$ cat src/rtl/led_fade_pkg.sv
// Shared defaults and helper functions for the LED afterglow stage.
// LED_FADE_GAMMA_EN selects the square-law brightness map in led_fade_chan.
package led_fade_pkg;

  localparam int DEF_N_LEDS     = 12;
  localparam int DEF_PWM_BITS   = 8;
  localparam int DEF_DECAY_DIV  = 65536;
  localparam int DEF_DECAY_STEP = 8;

  function automatic int full_level(input int bits);
    return (1 << bits) - 1;
  endfunction

  // Square-law map: product kept at double width, upper half returned.
  function automatic logic [31:0] gamma_map(input logic [31:0] lvl, input int bits);
    logic [63:0] prod;
    prod = {32'd0, lvl} * {32'd0, lvl};
    return 32'(prod >> bits);
  endfunction

endpackage

$ cat src/rtl/led_fade_chan.sv
// One afterglow channel: brightness level with saturating decay, optional
// gamma (LED_FADE_GAMMA_EN) and the registered PWM comparator.
module led_fade_chan
  import led_fade_pkg::*;
#(
  parameter int PWM_BITS   = DEF_PWM_BITS,
  parameter int DECAY_STEP = DEF_DECAY_STEP
) (
  input  logic                clk,
  input  logic                rst_n,
  input  logic                pat_i,
  input  logic                tick_i,
  input  logic [PWM_BITS-1:0] pwm_cnt_i,
  output logic                led_o
);

  localparam logic [PWM_BITS-1:0] FULL = PWM_BITS'(full_level(PWM_BITS));
  localparam logic [PWM_BITS-1:0] STEP = PWM_BITS'(DECAY_STEP);

  logic [PWM_BITS-1:0] level_q, level_d;
  logic [PWM_BITS-1:0] duty;
  logic                led_q, led_d;

  // A high pattern bit outranks a coincident decay tick.
  always_comb begin
    level_d = level_q;
    if (pat_i) begin
      level_d = FULL;
    end else if (tick_i) begin
      level_d = (level_q >= STEP) ? (level_q - STEP) : '0;
    end
  end

`ifdef LED_FADE_GAMMA_EN
  assign duty = PWM_BITS'(gamma_map(32'(level_q), PWM_BITS));
`else
  assign duty = level_q;
`endif

  assign led_d = (duty > pwm_cnt_i);
  assign led_o = led_q;

  always_ff @(posedge clk or negedge rst_n) begin
    if (!rst_n) begin
      level_q <= '0;
      led_q   <= 1'b0;
    end else begin
      level_q <= level_d;
      led_q   <= led_d;
    end
  end

endmodule

$ cat src/rtl/led_fade.sv
// LED afterglow top: decay prescaler, shared PWM counter, per-LED channels.
// Define LED_FADE_GAMMA_EN for gamma-corrected duty.
module led_fade
  import led_fade_pkg::*;
#(
  parameter int N_LEDS     = DEF_N_LEDS,
  parameter int PWM_BITS   = DEF_PWM_BITS,
  parameter int DECAY_DIV  = DEF_DECAY_DIV,
  parameter int DECAY_STEP = DEF_DECAY_STEP
) (
  input  logic              clk,
  input  logic              rst_n,
  input  logic [N_LEDS-1:0] pattern,
  output logic [N_LEDS-1:0] led,
  output logic              tick
);

  localparam int DIV_W = (DECAY_DIV > 1) ? $clog2(DECAY_DIV) : 1;
  localparam logic [DIV_W-1:0] DIV_LAST = DIV_W'(DECAY_DIV - 1);

  logic [DIV_W-1:0]    div_cnt_q, div_cnt_d;
  logic [PWM_BITS-1:0] pwm_cnt_q, pwm_cnt_d;

  // With DECAY_DIV = 1 the counter sits at 0 and tick is permanently high.
  assign tick      = (div_cnt_q == DIV_LAST);
  assign div_cnt_d = tick ? '0 : (div_cnt_q + 1'b1);
  assign pwm_cnt_d = pwm_cnt_q + 1'b1;

  always_ff @(posedge clk or negedge rst_n) begin
    if (!rst_n) begin
      div_cnt_q <= '0;
      pwm_cnt_q <= '0;
    end else begin
      div_cnt_q <= div_cnt_d;
      pwm_cnt_q <= pwm_cnt_d;
    end
  end

  for (genvar i = 0; i < N_LEDS; i++) begin : g_chan
    led_fade_chan #(
      .PWM_BITS  (PWM_BITS),
      .DECAY_STEP(DECAY_STEP)
    ) u_chan (
      .clk      (clk),
      .rst_n    (rst_n),
      .pat_i    (pattern[i]),
      .tick_i   (tick),
      .pwm_cnt_i(pwm_cnt_q),
      .led_o    (led[i])
    );
  end

endmodule

$ cat config.mk
export PLATFORM = sky130hd
export DESIGN_NAME = led_fade
export DESIGN_NICKNAME = d
export VERILOG_FILES = /design/src/rtl/led_fade_pkg.sv /design/src/rtl/led_fade_chan.sv /design/src/rtl/led_fade.sv
export SDC_FILE = /design/constraint.sdc
export NUM_CORES = 1
export LEC_CHECK = 0
export ABC_AREA = 1
export CAP_MARGIN = 20
export CORE_MARGIN = 2
export CORE_UTILIZATION = 57
export DETAILED_ROUTE_END_ITERATION = 10
export GPL_TIMING_DRIVEN = 0
export MAX_ROUTING_LAYER = met4
export PLACE_DENSITY_LB_ADDON = 0.25
export SETUP_SLACK_MARGIN = 0.4
export SLEW_MARGIN = 20
export SYNTH_ARGS = -nofsm -noshare
export SYNTH_HDL_FRONTEND = slang
export SYNTH_HIERARCHICAL = 1
export SYNTH_SLANG_ARGS = --single-unit
$ cat constraint.sdc
create_clock -name clk -period 2 [get_ports clk]
set_clock_uncertainty 0.05 [all_clocks]
set_input_delay 0.6 -clock clk [delete_from_list [all_inputs] [get_ports clk]]
set_output_delay 0.6 -clock clk [all_outputs]
set_load 0.01 [all_outputs]
==> impl_summary.txt, run 1 <==
----------------------------------------------------
[Flow run]
  Total of max-cap violations ... 0

[Pwr]
  Static power due to leakage ... 0.00461 uW
  Reported net switching power ... 931 uW
  Maximum vdd drop ... 0.000459 V
  Part of the power in combinational logic ... 0.028
  Power density relative to cell area ... 442 mW/mm^2
  Sequential share of power ... 0.510
  Post-layout total power ... 4280 uW
  Internal portion of total power ... 3350 uW
  Switching share of total power ... 0.218
  Share of power burned in the clock network ... 0.462

[Global routing]
  Sum of overflow across all layers after global routing ... 0
  GRT Resource Usage Total ... 0.272
  Pin count of the biggest net entering global routing ... 57
  Initial antenna violation count ... 0
  First-pass GRT wire length ... 30700 microns
  Number of global-route vias before repair ... 6567

[Critical path]
  Path type of the worst setup path ... register to primary output
  Peak fanout along the critical path ... 2
  Buffers and inverters on the worst path ... 2
  Cell chain of the critical path ... ha_2 > nand2_2 > nor2_4 > nand2_4 > nor2_4 > nand2_8 > inv_16 > buf_6
  Worst setup EP type ... primary output
  Slowest cell on the critical path ... dfrtp_1
  Crit-path leading delay family ... simple AND/OR/NAND/NOR gates
  Stages on worst setup path ... 8
  Critical Path Max Stage Delay ... 360 ps
  Required @ worst endpoint ... 1350 ps
  Arrival @ worst endpoint ... 1560 ps
  Depth of the worst register-to-register path ... 13
  Cell occurring most often along the worst timing path ... nor2_4
  CP startpoint kind ... register

[Drt]
  DRC violations left ... 0
  Initial DRC Count ... 544
  Antenna-violating nets left ... 0
  DR pass1 iterations ... 5
  Post-detailed-route wirelength per cell ... 16.0 microns
  Routed vias ... 7247
  Total detailed-routing wirelength ... 21100 microns
  Via density per instance ... 5.49

[Final layout]
  Leading cell type in the layout, fill and taps excluded ... inv_1
  Most frequent cells in the layout ... inv_1, nand2_1, ha_1, dfrtp_1, nor2_1
  Fraction of final layout cells sized beyond drive strength 1 ... 0.149
  Final #Nets ... 1264
  Layout overhead on the synthesized area ... 24.0%
  Number of diodes ... 0

[Timing]
  Time the final worst path needs with I/O delays and setup ... 2210 ps
  Final hold viol count ... 0
  Worst Hold Margin ... 137 ps
  Max-slew violation count ... 0
  RSZ-0062 raised after global routing ... true
  Worst slew slack as a fraction of its limit ... 0.648
  Setup violators final ... 11
  Final worst slack ... -212 ps
  Slew at the pin closest to its max-slew limit ... 528 ps
  Peak Freq ... 452 MHz
  Final cycle utilization of the critical path ... 1.11

[Synthesis]
  Yosys warnings ... 6
  Count of cell types in the netlist ... 23
  Cells taking the most area after synthesis ... dfrtp_1, ha_1, inv_1
  Post-synthesis share of cell area spent on full adders, half adders and majority gates ... 0.176
  Area share of the leading cell type in the synthesized netlist ... 0.346
  Fraction of the mapped netlist area in compound gates ... 0.118
  Post-Synthesis Mean Instance Area ... 7.41 sq um
  Sequential cell area fraction in the yosys report ... 0.346
  Synthesized flop and latch total ... 108
  Cells after synthesis ... 1055
  Multiplexer fraction of the synthesized cell area ... 0
  Synthesized cell area ... 0.00781 sq mm
  Cell taking the most area after synthesis ... dfrtp_1
  Simple-Gate Fraction of Synth Area ... 0.218
  Xor/xnor share of the synthesized area ... 0.0168
  Combinational family with the most area after synthesis ... simple AND/OR/NAND/NOR gates
  Number of nets produced by synthesis ... 1179

[CTS]
  Max Root-Sink Buffers ... 2
  Clk pin slew, worst setup/hold paths ... 70 ps
  Number of CTS-inserted buffers ... 9
  TritonCTS clock tree ... built
  Clk Latency, worst-skew pair ... 370 ps
  Root buffer cell ... clkbuf_16
  Clock sinks ... 108
  H-tree levels ... 3
  Number of hold-repair buffers added at the cts stage ... 0

[Floorplanning]
  FP Rows ... 42
  Die span in x ... 121 microns
  Core area ... 0.0133 sq mm
  Initial core utilization ... 0.588
  Area of the die ... 0.0147 sq mm
  Die extent in y ... 121 microns
  Boundary pin count ... 27

[Worst hold path]
  Worst hold path type ... primary input to asynchronous set/reset pin

[Outcome]
  Run status ... finished, violations left
  Violated checks ... negative setup slack

[Placement]
  Half-perimeter wire length after placement ... 10700 microns
  Weighted congestion at the end of routability-driven global placement ... 0.837
  Port buffer count ... 26

----------------------------------------------------
==> per-layer routing <==
layer / wire (microns) / vias to the layer above / global-route usage
met3: 1480 / 71 / 0.0555
met2: 10100 / 267 / 0.456
met1: 8460 / 3366 / 0.328
li1: - / 3543 / -
met5: 0 / - / -
met4: 989 / 0 / 0.0916
==> timing repair <==
item | in CTS | in global routing
setup endpoints to repair | 104 | 98
buffers inserted | 14 | 21
gates resized for setup | 138 | 103
gates cloned | 6 | 6
pin swaps | 28 | 52
==> synthesized netlist by cell type <==
library cell and number:
o21ai_0 61, nand2_4 2, ha_1 110, dfrtp_1 108, nand2_2 2, xor2_1 10
o21bai_1 2, nor2_1 102, nor2_4 3, inv_2 12, xnor2_1 5, a21oi_1 73
o21ai_1 12, o211ai_1 12, nand4_1 24, nand3_1 70, or2_0 12, nor2_2 4
nand2_1 170, inv_6 1, inv_1 246, nor3_1 2, a21o_1 12
==> power by group through the flow <==
stage          Combinational (uW)  Sequential (uW)  Clock (uW)
3_3_place_gp                  108             2230           0
3_5_place_dp                  115             2220           0
5_1_grt                       135             2180        2100
2_1_floorplan                17.5             2230           0
4_1_cts                       119             2180        2010
6_report                      120             2180        1980
==> area by class of cell <==
| type | count | area (sq um) |
|---|---|---|
| timing repair inverter | 11 | 238 |
| sequential | 108 | 2730 |
| clock inverter | 4 | 72.6 |
| tap | 176 | 220 |
| inverter | 259 | 1060 |
| clock buffer | 12 | 246 |
| timing repair buffer | 63 | 697 |
| fill | 972 | 3610 |
| multi-input combinational | 688 | 4430 |
==> cells by family (layout without fill, tap and decap cells) <==
logic type	count (synthesis)	after routing
and+or+nand+nor	391	391
AOI/OAI and AO/OA	172	172
buffers and inverters	259	349
xor gates and xnor gates	15	15
adders and majority gates	110	110
DFF	108	108
==> sequential cells by signal, indices dropped and copies added (netlist names) <==
register and count:
div_cnt_q 16, g_chan.u_chan/duty 72, g_chan.u_chan/led_o 12, pwm_cnt_q 8
==> final timing paths <==
check                              start                   endpoint  slack (ps)
setup / recovery            div_cnt_q[0]                       tick        -210
max in group asynchronous          rst_n               pwm_cnt_q[2]        1100
min in group clk           div_cnt_q[14]              div_cnt_q[14]         440
hold reg to reg            div_cnt_q[14]              div_cnt_q[14]         440
setup reg to reg            div_cnt_q[0]  g_chan[11].u_chan/duty[4]         -50
hold / removal                     rst_n   g_chan[3].u_chan/duty[5]         140
==> stage by stage <==
step / setup slack, ps / TNS (ps) / cell area, sq um / instances / util
global route: -288 / -2950 / 9690 / 1321 / 0.729
CTS: -275 / -911 / 9060 / 1294 / 0.682
detailed placement: -676 / -795 / 8340 / 1258 / 0.627
global placement: -4010 / -433560 / 8310 / 1257 / 0.625
finish: -212 / -407 / 9690 / 1321 / 0.729
floorplan: 80.8 / 0 / 7830 / 1055 / -
(Power assumes the default switching activity.)
==> inputs of run 2 (changes only) <==
--- a/config.mk
+++ b/config.mk
@@ -14,7 +14,6 @@
 export MAX_ROUTING_LAYER = met4
 export PLACE_DENSITY_LB_ADDON = 0.25
 export SETUP_SLACK_MARGIN = 0.4
-export SLEW_MARGIN = 20
 export SYNTH_ARGS = -nofsm -noshare
 export SYNTH_HDL_FRONTEND = slang
 export SYNTH_HIERARCHICAL = 1
==> run 2 against run 1 <==
Against the previous run: the run still ends with negative setup slack left; first-iteration DRC count decreased by 5.3%; worst hold slack better by 120 ps; die area did not move; highest routed layer unchanged; sequential cell count unchanged; sequential power hardly changed; non-clock buffer count grew 3; clock-buffer cell count stayed put; global-route usage increased by 0.40 points; design area fell by 0.92%; clock power fell by 2%; via count down 1.8%; power decreased by 0.96%.
==> impl_summary.txt, run 2 (synthesis results as in run 1) <==
----------------------------------------------------
[Critical path]
  Depth of the worst register-to-register path ... 14 (+1)
  CP startpoint kind ... register
  Required @ worst endpoint ... 1350 ps (about the same)
  Worst setup EP type ... primary output
  Register-to-register path setup slack ... -170 ps (-120 ps)
  Arrival @ worst endpoint ... 1570 ps (about the same)
  Peak fanout along the critical path ... 2 (unchanged)
  Critical R2R Launch ... div_cnt_q[0]
  Path type of the worst setup path ... register to primary output
  Worst flop-to-flop path endpoint ... g_chan[11].u_chan/duty[4]

[Global routing]
  Number of global-route vias before repair ... 6639 (+1.1%)
  Sum of overflow across all layers after global routing ... 0 (unchanged)
  Pin count of the biggest net entering global routing ... 57 (unchanged)
  GRT Resource Usage Total ... 0.276 (+0.00403)
  Initial antenna violation count ... 0 (unchanged)
  First-pass GRT wire length ... 30900 microns (+0.95%)

[Final layout]
  Number of diodes ... 0 (unchanged)
  Final cell count without fillers ... 1321 (unchanged)
  Layout overhead on the synthesized area ... 22.9%
  Leading cell type in the layout, fill and taps excluded ... inv_1
  Most frequent cells in the layout ... inv_1, nand2_1, ha_1, dfrtp_1, nor2_1
  Fill count ... 990 (+1.9%)
  Number of flip-flops in the largest register ... 72 (unchanged)
  Fraction of final layout cells sized beyond drive strength 1 ... 0.147 (-0.00262)
  Final #Nets ... 1266 (+0.16%)

[Placement]
  # placed instances ... 1258 (unchanged)
  Weighted congestion at the end of routability-driven global placement ... 0.837 (unchanged)
  Half-perimeter wire length after placement ... 10700 microns (+0.52%)
  Port buffer count ... 26 (unchanged)
  Worst Setup Slack post-DPL ... -685 ps (-9.55 ps)

[CTS]
  Root buffer cell ... clkbuf_16
  Max Root-Sink Buffers ... 2 (unchanged)
  H-tree levels ... 3 (unchanged)
  Clock sinks ... 108 (unchanged)
  Clk pin slew, worst setup/hold paths ... 70 ps (about the same)
  Clk Latency, worst-skew pair ... 360 ps (about the same)
  Number of CTS-inserted buffers ... 9 (unchanged)
  TritonCTS clock tree ... built

[Timing]
  Final worst slack ... -225 ps (-12.8 ps)
  Peak Freq ... 450 MHz (-0.57%)
  RSZ-0062 raised after global routing ... true
  Final hold viol count ... 0 (unchanged)
  Slew at the pin closest to its max-slew limit ... 720 ps (+192 ps)
  Max-slew violation count ... 0 (unchanged)
  Worst slew slack as a fraction of its limit ... 0.520 (-0.128)
  Setup violators final ... 63 (+52)
  Final cycle utilization of the critical path ... 1.11 (+0.00638)
  Time the final worst path needs with I/O delays and setup ... 2220 ps (+12.8 ps)

[Drt]
  Routed vias ... 7119 (-1.8%)
  Antenna-violating nets left ... 0 (unchanged)
  Total detailed-routing wirelength ... 20200 microns (-4.2%)
  Post-detailed-route wirelength per cell ... 15.3 microns (-4.2%)
  Initial DRC Count ... 515 (-5.3%)
  Via density per instance ... 5.39 (-1.8%)
  DR pass1 iterations ... 7 (+2)
  DRC violations left ... 0 (unchanged)

[Floorplanning]
  Initial core utilization ... 0.588 (unchanged)
  Boundary pin count ... 27 (unchanged)
  Area of the die ... 0.0147 sq mm (unchanged)
  Die span in x ... 121 microns (unchanged)
  FP Rows ... 42 (unchanged)
  Core area ... 0.0133 sq mm (unchanged)
  Die extent in y ... 121 microns (unchanged)

[Pwr]
  Static power due to leakage ... 0.00461 uW (about the same)
  Power density relative to cell area ... 441 mW/mm^2 (about the same)
  Maximum vdd drop ... 0.000529 V (+15%)

[Outcome]
  Violated checks ... negative setup slack
  Run status ... finished, violations left

[Flow run]
  Total of max-cap violations ... 0 (unchanged)

[Worst hold path]
  Worst hold path type ... primary input to asynchronous set/reset pin

----------------------------------------------------
[run 2: cell types whose count changed in the layout (fill, tap and decap cells not counted), sizes merged]
cell	before	now
buf	51	46
clkbuf	12	20
clkinv	10	1
clkinvlp	1	0
inv	261	268
[run 2: final cells by class]
class / instances / area (sq um) / area share
Clock buffer: 12 / 246 / 0.0257
Tap cell: 176 / 220 / 0.0229
Timing Repair inverter: 10 / 171 / 0.0179
Inverter: 259 / 1060 / 0.111
Clock inverter: 2 / 60.1 / 0.00626
Sequential cell: 108 / 2730 / 0.284
Multi-Input combinational cell: 688 / 4400 / 0.458
Timing Repair Buffer: 66 / 713 / 0.0743
[run 2: power by group]
part / internal, uW / total [uW] / switching (uW)
logic: 32.7 / 118 / 85.5
registers: 2180 / 2180 / 0
clock network: 1120 / 1940 / 816
[run 2: per-stage QoR]
stage          total power, uW  setup TNS [ps]  cell area (sq um)  hold WS, ps   util
2_1_floorplan             2240               0               7830          254      -
3_3_place_gp              2330         -433560               8310          411  0.625
3_5_place_dp              2340            -826               8330          416  0.627
4_1_cts                   4270           -1810               9120          262  0.686
5_1_grt                   4370          -11330               9600          294  0.722
6_report                  4240           -3830               9600          253  0.722
[run 2: worst max path at each step]
stage	startpoint	end	cells after the start
floorplan	div_cnt_q[0]	tick	7
global placement	rst_n	g_chan[4].u_chan/led_o	1
detailed placement	div_cnt_q[0]	tick	8
CTS	div_cnt_q[0]	tick	8
global route	div_cnt_q[0]	tick	8
finish	div_cnt_q[0]	tick	8
[run 2: routing by layer]
layer  wire (microns)  global-route usage  part of all wire  vias up
met5                0                   -                 0        -
met4              914               0.123             0.045        0
met3             1420              0.0648             0.070       64
met2             9520               0.449              0.47      238
met1             8340               0.327              0.41     3270
li1                 -                   -                 -     3547
[run 2: critical path, cell delays in order, from the launching register on]
cell,delay (ps)
dfrtp_1,360
ha_2,190
nand2_2,60
nor2_4,120
nand2_4,70
nor2_4,160
nand2_8,90
inv_16,70
buf_6,90
[run 2: timing repair]
item,4_1_cts,5_1_grt
setup buffers,11,26
pin swaps,45,49
hold buffers,0,0
resized for setup,151,71
cloned,9,3
setup endpoints to repair,104,102
